==> config.mk <==
export PLATFORM = sky130hd
export DESIGN_NAME = alert_hub_fsm
export DESIGN_NICKNAME = d
export VERILOG_FILES = /design/src/rtl/alert_pkg.sv /design/src/rtl/alert_ch_fsm.sv /design/src/rtl/alert_hub_fsm.sv
export SDC_FILE = /design/constraint.sdc
export NUM_CORES = 1
export LEC_CHECK = 0
export ABC_AREA = 1
export CELL_PAD_IN_SITES_DETAIL_PLACEMENT = 0
export CELL_PAD_IN_SITES_GLOBAL_PLACEMENT = 1
export CORE_AREA = 2 2 123 125
export DETAILED_ROUTE_END_ITERATION = 6
export DIE_AREA = 0 0 125 127
export GPL_ROUTABILITY_DRIVEN = 0
export PLACE_DENSITY_LB_ADDON = 0.1
export RECOVER_POWER = 100
export SLEW_MARGIN = 30
export SYNTH_ARGS = -nofsm -noshare
export SYNTH_HDL_FRONTEND = slang
export SYNTH_SLANG_ARGS = --single-unit
==> constraint.sdc <==
create_clock -name clk -period 1.5 [get_ports clk]
set_clock_uncertainty 0.1 [all_clocks]
set_input_delay 0.15 -clock clk [delete_from_list [all_inputs] [get_ports clk]]
set_output_delay 0.15 -clock clk [all_outputs]
set_load 0.02 [all_outputs]
==> src/rtl/alert_pkg.sv <==
// Shared encodings for the alert hub: channel states, AI codes, ASCII event bytes.
package alert_pkg;

    typedef enum logic [1:0] {
        ST_NORMAL    = 2'b00,
        ST_WATCH     = 2'b01,
        ST_ALERT     = 2'b10,
        ST_ESCALATED = 2'b11
    } ch_state_e;

    localparam logic [1:0] AI_NORMAL  = 2'b00;
    localparam logic [1:0] AI_SUSPECT = 2'b01;
    localparam logic [1:0] AI_ANOMALY = 2'b10;
    localparam logic [1:0] AI_INVALID = 2'b11;

    localparam logic [7:0] ASC_NORMAL    = 8'h30;  // "0"
    localparam logic [7:0] ASC_WATCH     = 8'h31;  // "1"
    localparam logic [7:0] ASC_ALERT     = 8'h41;  // "A"
    localparam logic [7:0] ASC_ESCALATED = 8'h45;  // "E"

    // ASCII character reported on the UART for a given channel state.
    function automatic logic [7:0] state_ascii(input ch_state_e s);
        logic [7:0] c;
        case (s)
            ST_NORMAL:    c = ASC_NORMAL;
            ST_WATCH:     c = ASC_WATCH;
            ST_ALERT:     c = ASC_ALERT;
            ST_ESCALATED: c = ASC_ESCALATED;
            default:      c = ASC_NORMAL;
        endcase
        return c;
    endfunction

endpackage

==> src/rtl/alert_ch_fsm.sv <==
// One sensor channel: debounced anomaly detection, alert timeout and acknowledge.
module alert_ch_fsm
    import alert_pkg::*;
#(
    parameter int DEBOUNCE = 2,
    parameter int TIMEOUT  = 16
) (
    input  logic       clk,
    input  logic       rst_n,
    input  logic       sample_en,
    input  logic [1:0] ai_code,
    input  logic       ack,
    output ch_state_e  state_o,
    output logic       chg_o
);

    localparam logic [3:0] DEB_C = 4'(DEBOUNCE);
    localparam logic [7:0] TMO_C = 8'(TIMEOUT);

    ch_state_e  state_q, state_d;
    logic [3:0] anom_q, anom_d;
    logic [7:0] tmo_q, tmo_d;
    logic [3:0] anom_inc_s;
    logic       hit_s;

    // Next-state, anomaly counter and timeout counter for this channel.
    always_comb begin
        state_d = state_q;
        anom_d  = anom_q;
        tmo_d   = tmo_q;
        // The anomaly that completes the debounce run is the one that makes
        // the count reach DEBOUNCE; the counter itself saturates there.
        hit_s   = ((anom_q + 4'd1) == DEB_C);
        if (anom_q >= DEB_C) begin
            anom_inc_s = DEB_C;
        end else begin
            anom_inc_s = anom_q + 4'd1;
        end

        case (state_q)
            ST_NORMAL, ST_WATCH: begin
                // ack has no meaning here; only sampled codes move the state.
                if (sample_en) begin
                    case (ai_code)
                        AI_ANOMALY: begin
                            anom_d = anom_inc_s;
                            if (hit_s) begin
                                state_d = ST_ALERT;
                                tmo_d   = 8'd0;
                            end else begin
                                state_d = ST_WATCH;
                            end
                        end
                        AI_SUSPECT: begin
                            state_d = ST_WATCH;
                        end
                        default: begin
                            // 00 and the reserved 11 both read as normal.
                            state_d = ST_NORMAL;
                            anom_d  = 4'd0;
                            tmo_d   = 8'd0;
                        end
                    endcase
                end else begin
                    state_d = state_q;
                end
            end
            ST_ALERT: begin
                // Acknowledge beats a timeout expiring in the same cycle.
                if (ack) begin
                    state_d = ST_NORMAL;
                    anom_d  = 4'd0;
                    tmo_d   = 8'd0;
                end else begin
                    tmo_d = tmo_q + 8'd1;
                    if ((tmo_q + 8'd1) == TMO_C) begin
                        state_d = ST_ESCALATED;
                    end else begin
                        state_d = ST_ALERT;
                    end
                end
            end
            ST_ESCALATED: begin
                if (ack) begin
                    state_d = ST_NORMAL;
                    anom_d  = 4'd0;
                    tmo_d   = 8'd0;
                end else begin
                    state_d = ST_ESCALATED;
                end
            end
            default: begin
                state_d = ST_NORMAL;
                anom_d  = 4'd0;
                tmo_d   = 8'd0;
            end
        endcase
    end

    // Channel state and counters, cleared by the asynchronous reset.
    always_ff @(posedge clk or negedge rst_n) begin
        if (!rst_n) begin
            state_q <= ST_NORMAL;
            anom_q  <= 4'd0;
            tmo_q   <= 8'd0;
        end else begin
            state_q <= state_d;
            anom_q  <= anom_d;
            tmo_q   <= tmo_d;
        end
    end

    assign state_o = state_q;
    assign chg_o   = (state_d != state_q);

endmodule

==> src/rtl/alert_hub_fsm.sv <==
// Multi-channel alert hub: duty-cycled sensor power, per-channel FSMs and a
// lowest-index-first UART event queue of state changes.
module alert_hub_fsm
    import alert_pkg::*;
#(
    parameter int  N_CH     = 4,
    parameter int  DEBOUNCE = 2,
    parameter int  TIMEOUT  = 16,
    parameter int  DUTY     = 4,
    localparam int CH_W     = (N_CH > 1) ? $clog2(N_CH) : 1
) (
    input  logic              clk,
    input  logic              reset,
    input  logic [2*N_CH-1:0] ai_signal,
    input  logic [N_CH-1:0]   ack,
    output logic [2*N_CH-1:0] state,
    output logic [N_CH-1:0]   sensor_enable,
    output logic              alert_flag,
    output logic              escalate,
    output logic              uart_valid,
    input  logic              uart_ready,
    output logic [CH_W-1:0]   uart_ch,
    output logic [7:0]        uart_data
);

    localparam logic [3:0] DUTY_LAST = 4'(DUTY - 1);

    logic [3:0]      duty_q, duty_d;
    logic [N_CH-1:0] pend_q, pend_d;
    logic [N_CH-1:0] chg_s;
    ch_state_e       ch_st [N_CH];
    logic [CH_W-1:0] sel_s;
    logic            found_s;
    logic            take_s;

    // Free-running duty counter that wakes idle sensors once per period.
    always_comb begin
        if (duty_q >= DUTY_LAST) begin
            duty_d = 4'd0;
        end else begin
            duty_d = duty_q + 4'd1;
        end
    end

    // Duty counter and pending-event flops.
    always_ff @(posedge clk or negedge reset) begin
        if (!reset) begin
            duty_q <= 4'd0;
            pend_q <= {N_CH{1'b0}};
        end else begin
            duty_q <= duty_d;
            pend_q <= pend_d;
        end
    end

    for (genvar g = 0; g < N_CH; g++) begin : g_ch
        alert_ch_fsm #(
            .DEBOUNCE (DEBOUNCE),
            .TIMEOUT  (TIMEOUT)
        ) u_ch (
            .clk       (clk),
            .rst_n     (reset),
            .sample_en (sensor_enable[g]),
            .ai_code   (ai_signal[2*g +: 2]),
            .ack       (ack[g]),
            .state_o   (ch_st[g]),
            .chg_o     (chg_s[g])
        );
    end

    // State bus, sensor power enables and the summary alarm flags.
    always_comb begin
        state         = {(2*N_CH){1'b0}};
        sensor_enable = {N_CH{1'b0}};
        alert_flag    = 1'b0;
        escalate      = 1'b0;
        for (int i = 0; i < N_CH; i++) begin
            state[2*i +: 2]  = ch_st[i];
            sensor_enable[i] = (ch_st[i] != ST_NORMAL) || (duty_q == 4'd0);
            alert_flag       = alert_flag | (ch_st[i] == ST_ALERT) | (ch_st[i] == ST_ESCALATED);
            escalate         = escalate | (ch_st[i] == ST_ESCALATED);
        end
    end

    // Fixed-priority pick of the lowest pending channel and pending update.
    always_comb begin
        sel_s   = {CH_W{1'b0}};
        found_s = 1'b0;
        for (int i = 0; i < N_CH; i++) begin
            if (pend_q[i] && !found_s) begin
                sel_s   = CH_W'(i);
                found_s = 1'b1;
            end else begin
                found_s = found_s;
            end
        end
        uart_valid = |pend_q;
        uart_ch    = sel_s;
        // Data tracks the channel's live state, so a second change while
        // still pending reports only the latest state.
        uart_data  = state_ascii(ch_st[sel_s]);
        take_s     = uart_valid & uart_ready;
        pend_d     = {N_CH{1'b0}};
        for (int i = 0; i < N_CH; i++) begin
            // A fresh change in the delivery cycle keeps the flag set.
            pend_d[i] = chg_s[i] | (pend_q[i] & ~(take_s & (sel_s == CH_W'(i))));
        end
    end

endmodule
======== Word level (Yosys, flattened, before mapping) ========
Cells that the tools add are included.
storage, ports and cells
  bits of input ports ..................... 15
  bits in registers ....................... 64
  output and inout port bits .............. 25
cells by class
  mux-type cells .......................... 83
  bitwise logic cells ..................... 28
  equality and inequality tests ........... 58
  reductions and logical operators ........ 38
  magnitude comparators ................... 6
  $add $sub $neg .......................... 9
operators with widths
  operator                                              number
  two-way mux 8 bit                                     16
  case mux 8 bit (3 select lines)                       4
  case mux 4 bit (2 select lines)                       8
  case mux 8 bit (2 select lines)                       4
  two-way mux 4 bit                                     13
  two-way mux 2 bit                                     20
  adder 8 x 1 -> 8 bit (second input constant)          4
  == test 2 bit (second input constant)                 16
  == test 8 x 5 -> 1 bit (second input constant)        4
  case mux 8 bit (4 select lines)                       1
  case mux 2 bit (3 select lines)                       4
  adder 4 x 1 -> 4 bit (second input constant)          5
  == test 2 x 1 -> 1 bit (second input constant)        10
  >= comparator 4 x 2 -> 1 bit (second input constant)  5
  == test 4 x 2 -> 1 bit (second input constant)        4
  != test 2 x 1 -> 1 bit (second input constant)        8
  != test 2 bit (second input constant)                 8
  case mux 2 bit (2 select lines)                       4
  AND reduction 4 bit                                   4
  OR reduction 2 bit                                    8
  bitwise OR 1 bit                                      14
  zero test 2 bit                                       6
  != test 3 x 2 -> 1 bit (second input constant)        4
  AND reduction 3 bit                                   4
  other kinds (13)                                      44

======== Logic depth before layout (Yosys ltp) ========
Gate-level depths: netlist of the first run.
  depth after elaboration ................. 16
  mapped depth ............................ 13

======== By module ========
Synthesis of the first run repeated with hierarchy kept, for this count alone.
unflattened totals
  cells, all modules ...................... 620
  area total of the unflattened synthesis .. 4,604.4 um^2
modules (own cells, without submodules)
  module                            times used  cells an instance  area each (um^2)
  alert_ch_fsm at g_ch[0].u_ch ...  2           134                1,009.7
  alert_ch_fsm at g_ch[3].u_ch      1           135                1,037.2
  alert_ch_fsm at g_ch[2].u_ch      1           136                973.4
  alert_hub_fsm                     1           81                 574.3

======== Worst setup path after synthesis of the first run ========
OpenSTA, ideal clock, no wires.
  kind .................................... reg-to-output
  start point ............................. register pend_q[0]
  end point ............................... output uart_data[2]
  required time ........................... 1,250 ps
  data arrival time ....................... 1,951 ps
  setup slack ............................. -701 ps
  stages on the path, launching flop included .. 8
  path buffers ............................ 0
  cell sequence ........................... dfrtp_1 -> nor2_1 -> nand3_1 -> nand2_1 -> nor3_1 -> nor3_2 -> inv_1 -> nor2_1
on the way
  cells in the longest elaborated chain, start to end .. 16
  elaborated cells on any way between the ends .. 21
  classes of those cells .................. eq/ne: 3; mux: 10; bitwise: 1; reduce/logical: 7
RTL lines
  item                                                     line                  RTL
  from (decl)                                              alert_hub_fsm.sv:29   logic [N_CH-1:0] pend_q, pend_d;
  from (signal assigned)                                   alert_hub_fsm.sv:49   pend_q <= {N_CH{1'b0}};
  from (signal assigned)                                   alert_hub_fsm.sv:52   pend_q <= pend_d;
  two-way mux 1 bit *                                      alert_hub_fsm.sv:90   if (pend_q[i] && !found_s) begin
  zero test 1 bit                                          alert_hub_fsm.sv:90
  logical AND 1 bit                                        alert_hub_fsm.sv:90
  two-way mux 1 bit *                                      alert_hub_fsm.sv:90
  zero test 1 bit                                          alert_hub_fsm.sv:90
  logical AND 1 bit                                        alert_hub_fsm.sv:90
  two-way mux 1 bit                                        alert_hub_fsm.sv:90
  zero test 1 bit                                          alert_hub_fsm.sv:90
  logical AND 1 bit                                        alert_hub_fsm.sv:90
  two-way mux 2 bit *                                      alert_hub_fsm.sv:90
  via uart_ch[1]                                           alert_hub_fsm.sv:22   output logic [CH_W-1:0] uart_ch,
  inverter 2 -> 3 bit (not written as such) *              alert_hub_fsm.sv:101  uart_data = state_ascii(ch_st[sel_s]);
  binary-select mux 2 bit (select 2 bit) *                 alert_hub_fsm.sv:101
  two-way mux 2 bit (not written as such) * (2 in series)  alert_hub_fsm.sv:101
  == test 2 bit, or another cell as far along              alert_pkg.sv:24       case (s)
  case mux 8 bit (4 select lines) *                        alert_pkg.sv:24
  to (decl)                                                alert_hub_fsm.sv:23   output logic [7:0] uart_data
Mark *: on every way through the listed nets, which the timed path passes. The rest lies on a longest branch. The select of a mux whose other input is x is not followed.

======== Worst setup path in the final report of the first run ========
  start point ............................. register pend_q[1]
  end point ............................... output uart_data[2]
on the way
  cells in the longest elaborated chain, start to end .. 14
  elaborated cells on any way between the ends .. 19
  classes of those cells .................. eq/ne: 3; mux: 9; bitwise: 1; reduce/logical: 6
RTL lines
  item                                                     line
  logical AND 1 bit *                                      alert_hub_fsm.sv:90
  two-way mux 1 bit                                        alert_hub_fsm.sv:90
  zero test 1 bit                                          alert_hub_fsm.sv:90
  logical AND 1 bit                                        alert_hub_fsm.sv:90
  two-way mux 1 bit                                        alert_hub_fsm.sv:90
  zero test 1 bit                                          alert_hub_fsm.sv:90
  logical AND 1 bit                                        alert_hub_fsm.sv:90
  two-way mux 2 bit *                                      alert_hub_fsm.sv:90
  inverter 2 -> 3 bit (not written as such) *              alert_hub_fsm.sv:101
  binary-select mux 2 bit (select 2 bit) *                 alert_hub_fsm.sv:101
  two-way mux 2 bit (not written as such) * (2 in series)  alert_hub_fsm.sv:101
  == test 2 bit, or another cell as far along              alert_pkg.sv:24
  case mux 8 bit (4 select lines) *                        alert_pkg.sv:24
Every way passes the cells marked *; elsewhere a longest branch is shown, timed or not. The select of a mux whose other input is x is not followed.

==> summary.md, run 1 <==
| Metric | Value |
|---|---|
| Status | complete, but fails checks |
| Failing checks | setup timing |
| DRT Pass-1 Iters | 4 |
| Clock slew at reported path FFs | 0.05 ns |
| Synth warn | 0 |
| Placed Area | 5543 um^2 |
| Die Area | 15880 um^2 |
| Setup ws final | -0.4586 ns |
| Clock buffer count from CTS | 9 |
| Min Clock Period, post-route | 1.959 ns |
| PortBufs | 36 |
| Clock Tree Buf Depth | 2 |
| Mapped cell area | 4174 um^2 |
| Crit path launch type | register |
| Post-synthesis async set-or-reset flop share | 1.000 |
| CP max stage delay | 0.41 ns |
| Wire length per cell | 12.48 um |
| Largest net degree at the start of global routing | 34 |
| Layout cells sized above 1 | 0.4637 |
| CP Capture Type | output pin |
| GRT Util Overall | 0.1496 |
| CP arrival | 1.71 ns |
| Non-Filler Instances | 928 |
| Vias per Instance | 4.408 |
| Die Span Y | 127 um |
| Top cells by area, synth | dfrtp_1, nand2_1, ha_1, inv_1, nor2_1 |
| Final net count | 784 |
| Kind of critical path | register to output pin |
| Finished Cell Area | 6924 um^2 |
| DRC | 0 |
| RSZ-0062 raised after global routing | true |
| Ports | 40 |
| Die X | 125 um |
| Power per Cell Area | 1270 nW/um^2 |
| GR Util met1 | 0.1986 |
| Post-synth top cells | nand2_1, inv_1, dfrtp_1, nor2_1, nand3_1 |
| Diode count | 0 |
| TritonCTS clock tree | built |
| Final setup viols | 67 |
| EDFF count, synth | 0 |
| Seq/Total Area, Yosys | 0.3837 |
| Avg Cell Area, Syn | 7.388 um^2 |
| Via count | 4091 |
| Yosys top cell area share | 0.3837 |
| Critical Path RT | 1.25 ns |
| Post-Place Cells | 873 |
| Slew @ Worst Pin | 0.7959 ns |
| Leakage | 0.003446 uW |
| Count leader, synth | nand2_1 |
| Post-Syn Instances | 565 |
| Yosys reg bits | 64 |
| Global-route wire length before repair | 19380 um |
| Flop-to-flop setup slack | -0.22 ns |
| Initial antenna violation count | 0 |
| Multi-input gate area | 2942 um^2 |
| Aggregate routed wire length | 11590 um |
| Layout area overhead | 65.89% |
| Root buffer cell | clkbuf_16 |
| Grt met3 use | 0.02764 |
| HPWL after DPL | 8332 um |
| MaxCap Viol Count | 0 |
| Area leader, netlist | dfrtp_1 |
| Core area | 14420 um^2 |
| Final worst path period share | 1.306 |
| Worst Hold Class | input port to async pin |
| Reg area | 1610 um^2 |
| Initial Util | 0.2894 |
| Post-synth cell types | 35 |
| Final Hold Vio Count | 0 |
| Worst skew pair latency | 0.33 ns |
| Dominant synthesized flop cell | dfrtp_1 |
| Max Slew Vio Count | 0 |
| ANT nets after route | 0 |
| Clock Sinks | 64 |
| Crit path max-delay cell type | dfrtp_1 |
| Peak fanout along the critical path | 3 |
| Iter 0 DRT Violations | 139 |
| Row Count | 44 |
| Filler cell count | 1439 |
| Global route overflow | 0 |
| Number of global-route vias before repair | 4137 |
| Max Freq | 0.5106 GHz |
| Rel. slew slack | 0.4694 |
| Maximum VDD drop | 0.0005332 V |
| GR peak layer | met2 |
| CP Cell Sequence | nor2_4 -> nand3_4 -> buf_4 -> o22ai_2 -> a211oi_2 -> buf_4 -> nor2_4 -> buf_6 |
| Routing usage on met2 | 0.2433 |
| H-tree lvl count | 3 |
==> worst max-delay path, delay by kind of cell (launching register included) <==
family | cells | cell delay [ns]
buffers and inverters | 3 | 0.42
DFF | 1 | 0.41
and+or+nand+nor | 3 | 0.39
AOI/OAI and AO/OA | 2 | 0.16
==> flip-flops by register name (all words and copies together), names as in the netlist <==
| register | flops |
|---|---|
| duty_q | 4 |
| g_ch.u_ch.anom_q | 16 |
| g_ch.u_ch.state_o | 8 |
| g_ch.u_ch.tmo_q | 32 |
| pend_q | 4 |
==> per-layer routing <==
metal | routed length (um) | part of all wire | up-vias
met5 | 0 | 0 | -
met4 | 199 | 0.017 | 0
met3 | 353 | 0.030 | 13
met2 | 5580 | 0.48 | 52
met1 | 5453 | 0.47 | 1919
li1 | - | - | 2107
==> area by class of cell <==
type / instances / share of cell area
clock buffers: 13 / 0.03903
clock inverters: 3 / 0.002168
inverters: 98 / 0.05674
multi-input cells: 397 / 0.4248
flip-flops and latches: 64 / 0.2326
well taps: 184 / 0.03325
repair buffers: 169 / 0.2114
==> worst paths after layout <==
path / start / end / depth (start not counted)
max reg2reg: duty_q[1] / g_ch[3].u_ch.tmo_q[3] / 11
max: pend_q[1] / uart_data[2] / 8
min reg2reg: g_ch[3].u_ch.tmo_q[6] / g_ch[3].u_ch.tmo_q[6] / 2
min: reset / g_ch[1].u_ch.tmo_q[3] / 2
max in group asynchronous: reset / g_ch[2].u_ch.tmo_q[0] / 3
min in group clk: g_ch[3].u_ch.tmo_q[6] / g_ch[3].u_ch.tmo_q[6] / 2
==> cells in the final DEF, fill, tap and decap left out, types with 4 or more instances in the layout <==
master	Yosys	layout
a22o_1	7	7
dfrtp_1	64	57
clkbuf_16	0	9
dlygate4sd2_1	0	5
nor3_4	0	6
nand4_1	6	6
nand2_1	150	103
ha_1	30	17
a21oi_1	13	6
inv_2	5	13
nor2_4	4	15
clkbuf_1	0	4
nor2_2	2	15
nand3b_1	4	4
nor2_1	62	38
nand3_2	4	10
nand2_2	0	37
inv_4	0	4
nand3_4	0	9
inv_1	93	79
nand3_1	31	16
o21ai_0	28	4
ha_2	0	7
a21oi_2	0	7
conb_1	1	5
dfrtp_2	0	7
o21ai_2	0	9
or2_4	0	5
nand2_4	0	10
xor2_1	15	7
clkdlybuf4s50_1	0	13
ha_4	0	6
buf_4	8	103
o22ai_2	0	4
o21ai_1	2	15
xor2_2	0	7
buf_6	0	38
==> kinds of logic after synthesis <==
kind of cell	Yosys count	synth area share
xor gates and xnor gates	16	0.03357
AOI/OAI and AO/OA	68	0.09862
other	1	0.0008984
and+or+nand+nor	278	0.2884
adders and majority gates	30	0.08993
DFF	64	0.3837
buffers and inverters	108	0.1049
==> where the power goes <==
| group | switching, uW | leakage, uW | internal (uW) |
|---|---|---|---|
| clock network | 773 | 0.000145 | 1250 |
| logic | 2330 | 0.00244 | 2250 |
| registers | 230 | 0.000856 | 1960 |
| total | 3330 | 0.00345 | 5460 |
==> stage by stage <==
stage | hold WS (ns) | setup slack, ns | power [uW] | utilization | TNS (ns)
6_report | 0.3197 | -0.4586 | 8793 | 0.4800 | -9.834
5_1_grt | 0.3761 | -0.5674 | 9403 | 0.4800 | -15.90
4_1_cts | 0.1829 | -0.4742 | 8310 | 0.4381 | -8.942
3_5_place_dp | -0.003432 | -0.5703 | 5507 | 0.3843 | -15.85
3_3_place_gp | -0.01868 | -0.5527 | 5467 | 0.3843 | -14.86
2_1_floorplan | -0.2456 | -0.2302 | 4054 | - | -1.294
==> repair_timing <==
item / in CTS / in global routing
endpoints found under the hold margin: 64 / 0
hold buffers: 1 / 0
endpoints found under the setup margin: 82 / 75
gates resized for setup: 197 / 132
buffers inserted: 29 / 18
pin swaps: 41 / 64
No activity file was read; power rests on OpenSTA's default activity.
==> run 2, diff against run 1 <==
- CTS_BUF_LIST: default -> sky130_fd_sc_hd__clkbuf_8
- PLACE_DENSITY_LB_ADDON: 0.1 -> 0.2
==> run 2 against run 1 <==
  * The run still ends with setup timing left
  * Combinational power is essentially flat
  * Critical path depth is the same
  * Sequential share of layout area increased by 0.36 points
  * Non-clock buffer count is 1 lower
  * Design area is 1.5% lower
  * Fmax fell by 1.7%
  * Clock power fell by 23%
  * Largest cell class unchanged
==> summary.md, run 2 (synthesis results as in run 1) <==
| Metric | Value |
|---|---|
| Status | complete, but fails checks |
| Failing checks | setup timing |
| CP arrival | 1.74 ns |
| FF-to-FF Start | g_ch[1].u_ch.tmo_q[1] |
| Int Pwr | 5032 uW |
| Die Area | 15880 um^2 |
| Max FFs per register | 32 |
| DRC | 0 |
| Global route overflow | 0 |
| Final net count | 783 |
| Row Count | 44 |
| Sequential share of power | 0.262 |
| Post-layout util | 0.4727 |
| Max Slew Vio Count | 0 |
| Delay-heaviest family, CP | buffers and inverters |
| Max Freq | 0.5017 GHz |
| Rel. slew slack | 0.3484 |
| GRT Util Overall | 0.1485 |
| Crit path buf inv count | 3 |
| Most common cell after layout, fill and taps aside | buf_4 |
| Aggregate routed wire length | 11560 um |
| H-tree lvl count | 3 |
| ANT nets after route | 0 |
| CP max stage delay | 0.41 ns |
| Initial antenna violation count | 0 |
| Leakage | 0.003414 uW |
| Crit path launch type | register |
| Global-route wire length before repair | 19060 um |
| Min Clock Period, post-route | 1.993 ns |
| Peak fanout along the critical path | 3 |
| Ports | 40 |
| MaxCap Viol Count | 0 |
| Critical Path RT | 1.25 ns |
| Biggest register | g_ch.u_ch.tmo_q |
| Switch Pwr | 3295 uW |
| Layout area overhead | 63.34% |
| Setup ws final | -0.4933 ns |
| PortBufs | 36 |
| Filler cell count | 1424 |
| Crit path max-delay cell type | dfrtp_1 |
| Wire length per cell | 12.47 um |
| R2R cell count | 10 |
| Clock buffer count from CTS | 9 |
| Diode count | 0 |
| Largest net degree at the start of global routing | 40 |
| Clock slew at reported path FFs | 0.08 ns |
| CP Cell Sequence | nor2_4 -> nand3_4 -> buf_4 -> o22ai_2 -> a211oi_2 -> buf_4 -> nor2_4 -> buf_6 |
| Number of global-route vias before repair | 4129 |
| Power per Cell Area | 1221 nW/um^2 |
| Flop-to-flop setup slack | -0.23 ns |
| Slew @ Worst Pin | 0.9775 ns |
| Kind of critical path | register to output pin |
| Worst Hold Class | input port to async pin |
| Maximum VDD drop | 0.001011 V |
| Layout cells sized above 1 | 0.4711 |
| Reg2reg end | pend_q[1] |
| Worst skew pair latency | 0.36 ns |
| Core area | 14420 um^2 |
| Via count | 4108 |
| CP Capture Type | output pin |
| Clock network fraction of total power | 0.187 |
| Iter 0 DRT Violations | 158 |
| Clock Sinks | 64 |
| RSZ-0062 raised after global routing | true |
| Die Span Y | 127 um |
| Final Hold Vio Count | 0 |
| Vias per Instance | 4.431 |
| Root buffer cell | clkbuf_8 |
| Initial Util | 0.2894 |
| Switching share of power | 0.3957 |
| Setup TNS | -8.659 ns |
| Clock Tree Buf Depth | 2 |
| Power, Total | 8328 uW |
| DRT Pass-1 Iters | 4 |
| Final setup viols | 61 |
| Gate power share | 0.551 |
| TritonCTS clock tree | built |
| Die X | 125 um |
| Most frequent cells in the layout | buf_4, nand2_1, inv_1 |
| HPWL after DPL | 8127 um |
| Final worst path period share | 1.329 |
[run 2: per-layer routing]
metal | wire length [um] | vias to the layer above | global-route usage
met4 | 285 | 0 | 0.06928
met1 | 5501 | 1929 | 0.1921
met2 | 5483 | 44 | 0.2414
met3 | 293 | 18 | 0.02806
li1 | - | 2117 | -
met5 | 0 | - | 0
[run 2: metrics by stage]
step	worst slack, ns	area (um^2)	instances	hold WS [ns]
2_1_floorplan	-0.2302	4300	569	-0.2456
3_3_place_gp	-0.5877	5515	871	0.002831
3_5_place_dp	-0.5962	5515	871	-0.001222
4_1_cts	-0.5276	6296	913	0.1551
5_1_grt	-0.6012	6818	927	0.4479
6_report	-0.4933	6818	927	0.3790
[run 2: layout make-up]
class,instances,area [um^2],share of cell area
inverters,98,395.4,0.05799
multi-input cells,397,2928,0.4294
clock inverters,5,47.55,0.006974
flip-flops and latches,64,1610,0.2362
well taps,184,230.2,0.03377
clock buffers,11,151.4,0.02221
repair buffers,168,1455,0.2134
[run 2: worst max path at each step]
stage	start	end	slack (ns)	depth (start not counted)
2_1_floorplan	pend_q[0]	uart_data[2]	-0.23	7
3_3_place_gp	pend_q[0]	uart_data[0]	-0.59	8
3_5_place_dp	pend_q[0]	uart_data[2]	-0.60	8
4_1_cts	pend_q[1]	uart_data[0]	-0.53	8
5_1_grt	pend_q[0]	uart_data[2]	-0.60	8
6_report	pend_q[1]	uart_data[2]	-0.49	8
[run 2: repair_timing]
item	4_1_cts	5_1_grt
hold buffers	1	0
pin swaps	45	75
hold endpoints to repair	61	0
resized for setup	210	123
setup endpoints to repair	82	79
buffers inserted	28	16
[run 2: power groups by stage]
stage	registers [uW]	clock network [uW]	logic (uW)
floorplan	2270	0	1790
global placement	2170	0	3230
detailed placement	2190	0	3270
CTS	2160	1610	4030
global route	2220	1690	5000
finish	2180	1560	4590
[run 2: worst register-to-register path: cells and delay by family (launching register included)]
kind / cells / cell delay (ns)
XOR/XNOR: 1 / 0.14
AND/OR/NAND/NOR: 8 / 0.75
adder cells (fa/ha/maj): 1 / 0.20
flip-flops: 1 / 0.43
